--- src/rtl/mem2wb_queue.sv ---
// -----------------------------------------------------------------------------
// mem2wb_queue
//
// Elastic MEM->WB buffer: a DEPTH-entry first-word-fall-through FIFO between
// the Memory stage (producer) and the Write-Back stage (consumer). It also has
// a synchronous flush and a combinational GPR forwarding lookup over every
// buffered entry.
//
// Handshake (both sides): a transfer happens on a rising edge where valid and
// ready are both high. A producer with valid=1 and ready=0 holds its payload
// stable. The queue holds out_payload_o stable while out_valid_o=1 and
// out_ready_i=0. in_ready_o and out_valid_o come from registered occupancy
// only, so neither side's ready/valid feeds the other combinationally.
//
// Payload layout, MSB to LSB: exe_out, op3, rd, gpr_ctrl, csr_ctrl, mem_ctrl.
// gpr_ctrl[0] is the GPR write enable.
//
// Ports:
//   clk_i          core clock, rising edge
//   rst_i          asynchronous active-high reset (clears entries and storage)
//   flush_i        synchronous flush of all entries (wins over push and pop)
//   in_valid_i     MEM offers a payload
//   in_ready_o     queue can accept a payload (not full)
//   in_payload_i   MEM->WB payload
//   out_valid_o    head entry is valid (not empty)
//   out_ready_i    WB consumes the head entry
//   out_payload_o  head entry payload
//   count_o        occupancy
//   fwd_rs_i       source register to look up
//   fwd_hit_o      a buffered entry will write fwd_rs_i
//   fwd_data_o     exe_out of the youngest matching entry, 0 when no hit
// -----------------------------------------------------------------------------
module mem2wb_queue #(
  parameter int DATA_WIDTH     = 32,
  parameter int RF_ADDR_WIDTH  = 5,
  parameter int GPR_CTRL_WIDTH = 2,
  parameter int CSR_CTRL_WIDTH = 3,
  parameter int MEM_CTRL_WIDTH = 4,
  parameter int DEPTH          = 4,
  parameter int PAYLOAD_WIDTH  = 2*DATA_WIDTH + RF_ADDR_WIDTH + GPR_CTRL_WIDTH
                                 + CSR_CTRL_WIDTH + MEM_CTRL_WIDTH
) (
  input  logic                         clk_i,
  input  logic                         rst_i,
  input  logic                         flush_i,
  input  logic                         in_valid_i,
  output logic                         in_ready_o,
  input  logic [PAYLOAD_WIDTH-1:0]     in_payload_i,
  output logic                         out_valid_o,
  input  logic                         out_ready_i,
  output logic [PAYLOAD_WIDTH-1:0]     out_payload_o,
  output logic [$clog2(DEPTH+1)-1:0]   count_o,
  input  logic [RF_ADDR_WIDTH-1:0]     fwd_rs_i,
  output logic                         fwd_hit_o,
  output logic [DATA_WIDTH-1:0]        fwd_data_o
);

  localparam int PTR_W   = $clog2(DEPTH);
  localparam int CNT_W   = $clog2(DEPTH+1);
  // Bit positions of the fields the forwarding lookup needs.
  localparam int GPR_LSB = MEM_CTRL_WIDTH + CSR_CTRL_WIDTH;
  localparam int RD_LSB  = GPR_LSB + GPR_CTRL_WIDTH;
  localparam int EXE_LSB = PAYLOAD_WIDTH - DATA_WIDTH;

  logic [PAYLOAD_WIDTH-1:0] r_mem [DEPTH];
  logic [PTR_W-1:0]         r_wr_ptr;
  logic [PTR_W-1:0]         r_rd_ptr;
  logic [CNT_W-1:0]         r_count;

  logic                     w_full;
  logic                     w_empty;
  logic                     w_push;
  logic                     w_pop;
  logic                     w_fwd_hit;
  logic [DATA_WIDTH-1:0]    w_fwd_data;
  logic [PAYLOAD_WIDTH-1:0] w_ent;

  assign w_full  = (r_count == CNT_W'(DEPTH));
  assign w_empty = (r_count == '0);

  // A full queue refuses a push even if the head pops in the same cycle.
  // This keeps in_ready_o free of any path from out_ready_i.
  assign w_push = in_valid_i && !w_full;
  assign w_pop  = out_ready_i && !w_empty;

  always_ff @(posedge clk_i or posedge rst_i) begin
    if (rst_i) begin
      r_wr_ptr <= '0;
      r_rd_ptr <= '0;
      r_count  <= '0;
      for (int i = 0; i < DEPTH; i++) begin
        r_mem[i] <= '0;
      end
    end else if (flush_i) begin
      // Storage is left alone; only the bookkeeping is cleared.
      r_wr_ptr <= '0;
      r_rd_ptr <= '0;
      r_count  <= '0;
    end else begin
      if (w_push) begin
        r_mem[r_wr_ptr] <= in_payload_i;
        r_wr_ptr        <= r_wr_ptr + PTR_W'(1);
      end
      if (w_pop) begin
        r_rd_ptr <= r_rd_ptr + PTR_W'(1);
      end
      case ({w_push, w_pop})
        2'b10:   r_count <= r_count + CNT_W'(1);
        2'b01:   r_count <= r_count - CNT_W'(1);
        default: r_count <= r_count;
      endcase
    end
  end

  // Forwarding: walk the entries from oldest (rd_ptr) to youngest, so a later
  // match overrides an earlier one and the youngest writer wins.
  always_comb begin
    w_fwd_hit  = 1'b0;
    w_fwd_data = '0;
    w_ent      = '0;
    for (int i = 0; i < DEPTH; i++) begin
      w_ent = r_mem[r_rd_ptr + PTR_W'(i)];
      if ((CNT_W'(i) < r_count) && w_ent[GPR_LSB] &&
          (w_ent[RD_LSB +: RF_ADDR_WIDTH] == fwd_rs_i) &&
          (fwd_rs_i != '0)) begin
        w_fwd_hit  = 1'b1;
        w_fwd_data = w_ent[EXE_LSB +: DATA_WIDTH];
      end
    end
  end

  assign in_ready_o    = !w_full;
  assign out_valid_o   = !w_empty;
  assign out_payload_o = r_mem[r_rd_ptr];
  assign count_o       = r_count;
  assign fwd_hit_o     = w_fwd_hit;
  assign fwd_data_o    = w_fwd_data;

endmodule

--- config.mk ---
export PLATFORM = sky130hd
export DESIGN_NAME = mem2wb_queue
export DESIGN_NICKNAME = d
export VERILOG_FILES = /design/src/rtl/mem2wb_queue.sv
export SDC_FILE = /design/constraint.sdc
export NUM_CORES = 1
export LEC_CHECK = 0
export ABC_AREA = 1
export CAP_MARGIN = 10
export CORE_MARGIN = 2
export CORE_UTILIZATION = 25
export DETAILED_ROUTE_END_ITERATION = 16
export GPL_ROUTABILITY_DRIVEN = 0
export GPL_TIMING_DRIVEN = 0
export PLACE_DENSITY = 0.4
export SLEW_MARGIN = 20
export SYNTH_ARGS = -nofsm -noshare
export SYNTH_HDL_FRONTEND = slang
export SYNTH_SLANG_ARGS = --single-unit
--- constraint.sdc ---
create_clock -name clk_i -period 13.5 [get_ports clk_i]
set_input_delay 2.7 -clock clk_i [delete_from_list [all_inputs] [get_ports clk_i]]
set_output_delay 2.7 -clock clk_i [all_outputs]
set_load 0.01 [all_outputs]
## After elaboration in Yosys (flattened, before gate mapping)

Index checks and enable logic that the tools add are counted.

- $add $sub $neg: 6
- Bitwise logic cells: 6
- $lt $le $gt $ge: 10
- Reduce and logical (&&, ||, !) cells: 23
- Muxes and demuxes: 29
- Equal/unequal tests: 7

Operators with widths:

| cell | count |
|---|---|
| two-way mux 78 bit | 9 |
| binary-select mux 78 bit (select 2 bit) | 4 |
| bitwise mux 312 bit | 1 |
| demux 78 bit (select 2 bit) | 1 |
| two-way mux 32 bit | 4 |
| equality test 5 bit | 4 |
| >= comparator 3 bit (second input constant) | 5 |
| logical AND 1 bit | 15 |
| NOT 2 -> 3 bit | 5 |
| two-way mux 2 bit | 4 |
| less-than comparator 1 x 3 -> 1 bit (first input constant) | 2 |
| less-than comparator 2 x 3 -> 1 bit (first input constant) | 2 |
| case mux 3 bit (2 select lines) | 1 |
| nonzero test 5 bit | 1 |
| adder 2 x 1 -> 2 bit (second input constant) | 2 |
| adder 2 bit (second input constant) | 2 |
| two-way mux 1 bit | 4 |
| nonzero test 2 bit | 2 |
| adder 3 x 1 -> 3 bit (second input constant) | 1 |
| equality test 3 bit (second input constant) | 1 |
| logical NOT 3 bit | 1 |
| less-than comparator 3 x 1 -> 1 bit (second input constant) | 1 |
| two-way mux 3 bit | 1 |
| nonzero test 3 bit | 1 |
| other kinds (6) | 7 |

- Input port bits: 88
- Register bits: 319
- Word-level logic and storage cells: 88
- Output and inout port bits: 116

## Longest topological paths before layout

- Depth in word-level cells: 11
- Depth in mapped cells: 17
- Gate-level depth less buffers: 15

## Worst setup path before layout

No wires, ideal clock.

- Path type: input -> output
- Start: in fwd_rs_i[4]
- End: out fwd_data_o[24]
- Slack: 6.846 ns
- Required time: 10.800 ns
- Buffers on the path: 2
- Stages on the path: 14
- Data arrival time: 3.954 ns
- Cells stage by stage: inv_1 -> nand3_1 -> nand2_1 -> nor2_1 -> nand2_1 -> nor2_1 -> nand3_1 -> buf_2 -> buf_2 -> nand2_1 -> nand2_1 -> nand2_1 -> nand2_1 -> nand2_1

- Longest elaborated chain between the ends: 7

Ends and longest elaborated chain:

| element | RTL line | text |
|---|---|---|
| start: declaration | 53 | `input logic [RF_ADDR_WIDTH-1:0] fwd_rs_i,` |
| equality test 5 bit | 124 | `(w_ent[RD_LSB +: RF_ADDR_WIDTH] == fwd_rs_i) &&` |
| logical AND 1 bit | 123 | `if ((CNT_W'(i) < r_count) && w_ent[GPR_LSB] &&` |
| logical AND 1 bit | 124 |  |
| two-way mux 32 bit (3 in a row) | 123 |  |
| two-way mux 32 bit * | 123 |  |
| end: declaration | 55 | `output logic [DATA_WIDTH-1:0] fwd_data_o` |

Mark *: on every way between the ends. The rest lies on a longest branch, timed or not.

## Worst setup path in the final report

- Start: in fwd_rs_i[4]
- End: out fwd_data_o[31]

Same word-level chain as after synthesis.

==> flow_metrics.py <==
metrics = {
    "run_status": {
        "outcome": "finished clean",
    },
    "clock_network": {
        "h-tree-depth": 2,
        "cts_resized": 0,
        "clk_latency_ns": 0.60,
        "numCtsBuffers": 41,
        "postCtsHoldBufs": 0,
        "clock_sinks": 319,
        "clockBufferDepth": 3,
        "cts_tree": "done",
        "clkSlewWorstSetupHoldPaths_ns": 0.06,
        "root_buffer": "clkbuf_16",
        "cts_setup_buffers": 0,
    },
    "worst_setup_path": {
        "critPathBufInv": 4,
        "criticalPathCategory": "input pin to output pin",
        "critical_path.most_common_cell": "nand2_1",
        "cp-start-kind": "input pin",
        "endpoint_kind": "output pin",
        "crit_arrival_ns": 6.07,
        "crit_fanout": 10,
        "cpPeakStageDelay_ns": 0.64,
        "path_cells": "clkdlybuf4s50_1 > inv_1 > nand3_1 > nand2_1 > nor2_1 > nand2_1 > nor2_1 > buf_2 > nand2_1 > nor2_1 > nand3_1 > nand2_1 > nand2_1 > nand2_1 > clkdlybuf4s50_1",
        "cp_top_family": "buffers and inverters",
        "cpMaxStageDelayCell": "clkdlybuf4s50_1",
        "worstPathRequired_ns": 10.80,
    },
    "final_layout": {
        "final_common_cell": "nand2_1",
        "final_util_pct": 31.80,
        "nets": 2817,
        "final_cell_mix": "nand2_1 (787), o21ai_0 (469), dfrtp_1 (319)",
        "area_delta_synth_final_pct": 25.55,
        "drive_gt1_share_pct": 6.982,
    },
    "floorplanning": {
        "dieArea_um2": 74850,
        "die_x_um": 273.6,
        "start_util_pct": 25.33,
        "die_h_um": 273.6,
        "core_um2": 71730,
        "ios": 204,
        "rows": 98,
    },
    "timing": {
        "max_freq_ghz": 0.1140,
        "setup-tns-final_ns": 0,
        "tightest_slew_ns": 1.080,
        "setup_ws_ns": 4.727,
        "finalSetupViolCount": 0,
        "relSlewSlack_pct": 28.03,
        "hold_viol": 0,
        "rsz0062_at_grt": "false",
        "fin_crit_ns": 8.773,
        "fin_worst_skew_ns": 0.02081,
        "drv_slew": 0,
        "finalCritPeriodShare_pct": 64.98,
    },
    "drt": {
        "antenna_left": 0,
        "wl_per_cell_um": 20.89,
        "first_iter_violations": 1581,
        "vias_per_cell": 4.898,
        "vias": 18129,
        "drc": 0,
        "detail_route.first_pass.iterations": 5,
        "drt_wl_total_mm": 77.33,
    },
    "logic_synthesis": {
        "ys.warnings.count": 0,
        "syn_nets": 2568,
        "synth_top_area_cell": "dfrtp_1",
        "netlist_instances": 2472,
        "synth_seq_cells": 319,
        "synth_ff_type": "dfrtp_1",
        "yosysTopAreaCellShare_pct": 43.94,
        "synth_edf_count": 0,
        "synth_area_leaders": "dfrtp_1 (44%), nand2_1 (16%), o21ai_0 (13%)",
        "avgSynthCellArea_um2": 7.350,
        "yosysSeqAreaShare_pct": 43.94,
        "synthDistinctLibCells": 26,
        "syn_area_um2": 18170,
        "async_flop_share_pct": 100.0,
    },
    "placement": {
        "post-dp-hpwl_mm": 55.57,
        "place_ws_ns": 4.778,
        "port_buffers": 203,
    },
    "grt": {
        "grt_pass1_wl_mm": 115.1,
        "grt_max_degree": 105,
        "overflow": 0,
        "grtUsageTotal_pct": 20.34,
        "grt_pass1_vias": 18121,
        "antenna_found_initial": 7,
    },
    "pwr": {
        "p_leak_nw": 10.25,
        "ir_drop_mv": 0.1079,
        "p_per_area_nw_per_um2": 234.5,
    },
    "flow_run": {
        "max_cap_viol_count": 0,
    },
    "min_path": {
        "hold_class": "flip-flop to flip-flop",
    },
}
-- path summary, 6_finish.rpt --
kind | depth (start not counted) | from | slack (ns) | end
max in group asynchronous | 4 | rst_i | 9.63 | r_mem[194]
min in group asynchronous | 2 | rst_i | 2.54 | r_mem[161]
min | 1 | r_mem[178] | 0.51 | r_mem[178]
max reg2reg | 11 | count_o[0] | 9.97 | r_mem[232]
max | 15 | fwd_rs_i[4] | 4.73 | fwd_data_o[31]
min reg2reg | 1 | r_mem[178] | 0.51 | r_mem[178]
-- where the power goes --
part	leakage (nW)	internal [mW]	switching (mW)	total (mW)
combinational	5.98	0.966	1.67	2.64
clock	0.644	0.643	0.466	1.11
sequential	3.62	1.39	0.208	1.60
-- flip-flops by register name (all words and copies together), names as in the netlist --
name and flops:
r_mem 312, r_rd_ptr 2, count_o 3, r_wr_ptr 2
-- area by class of cell --
class | instances | area, um^2
fillers | 7676 | 48920
multi-input cells | 1688 | 8387
flip-flops and latches | 319 | 7983
repair buffers | 206 | 2115
well taps | 950 | 1189
clock buffers | 62 | 1175
inverters | 289 | 1092
plain buffers | 176 | 714.4
clock inverters | 10 | 153.9
diodes | 1 | 2.502
-- Yosys cell counts, types with 8 or more instances --
| cell type | count |
|---|---|
| nand2_1 | 787 |
| buf_1 | 15 |
| dfrtp_1 | 319 |
| clkbuf_1 | 122 |
| inv_1 | 286 |
| nand3_1 | 54 |
| o211ai_1 | 35 |
| nand4_1 | 58 |
| nor2_1 | 91 |
| mux2_2 | 87 |
| o221ai_1 | 40 |
| a22oi_1 | 40 |
| ha_1 | 8 |
| o21ai_0 | 469 |
| buf_2 | 37 |
-- logic make-up (layout without fill, tap and decap cells) --
logic type	after synthesis	in the layout	synth area share, %
DFF	319	319	43.94
AOI/OAI and AO/OA	595	595	18.26
other	0	1	0
adders and majority gates	8	8	0.5509
and+or+nand+nor	995	995	21.81
xor gates and xnor gates	3	3	0.1446
muxes	87	87	5.392
buffers and inverters	465	743	9.903
-- metal layers --
metal	global-route usage, %	up-vias	routed length [um]
met2	33.93	559	36270
li1	-	8564	-
met3	3.939	125	5134
met1	26.49	8867	33630
met5	0	-	80
met4	6.227	14	2212
-- stage by stage --
step | hold slack (ns) | power [mW] | cell area [um^2] | cells
floorplan | 0.4814 | 3.063 | 18170 | 2472
detailed placement | 0.4960 | 4.241 | 21480 | 3628
global route | 0.5168 | 5.744 | 22810 | 3700
finish | 0.5068 | 5.349 | 22810 | 3701
CTS | 0.5096 | 5.388 | 22810 | 3700
global placement | 0.4891 | 4.200 | 21390 | 3625
Note: power is estimated with default switching activity, not from simulation.
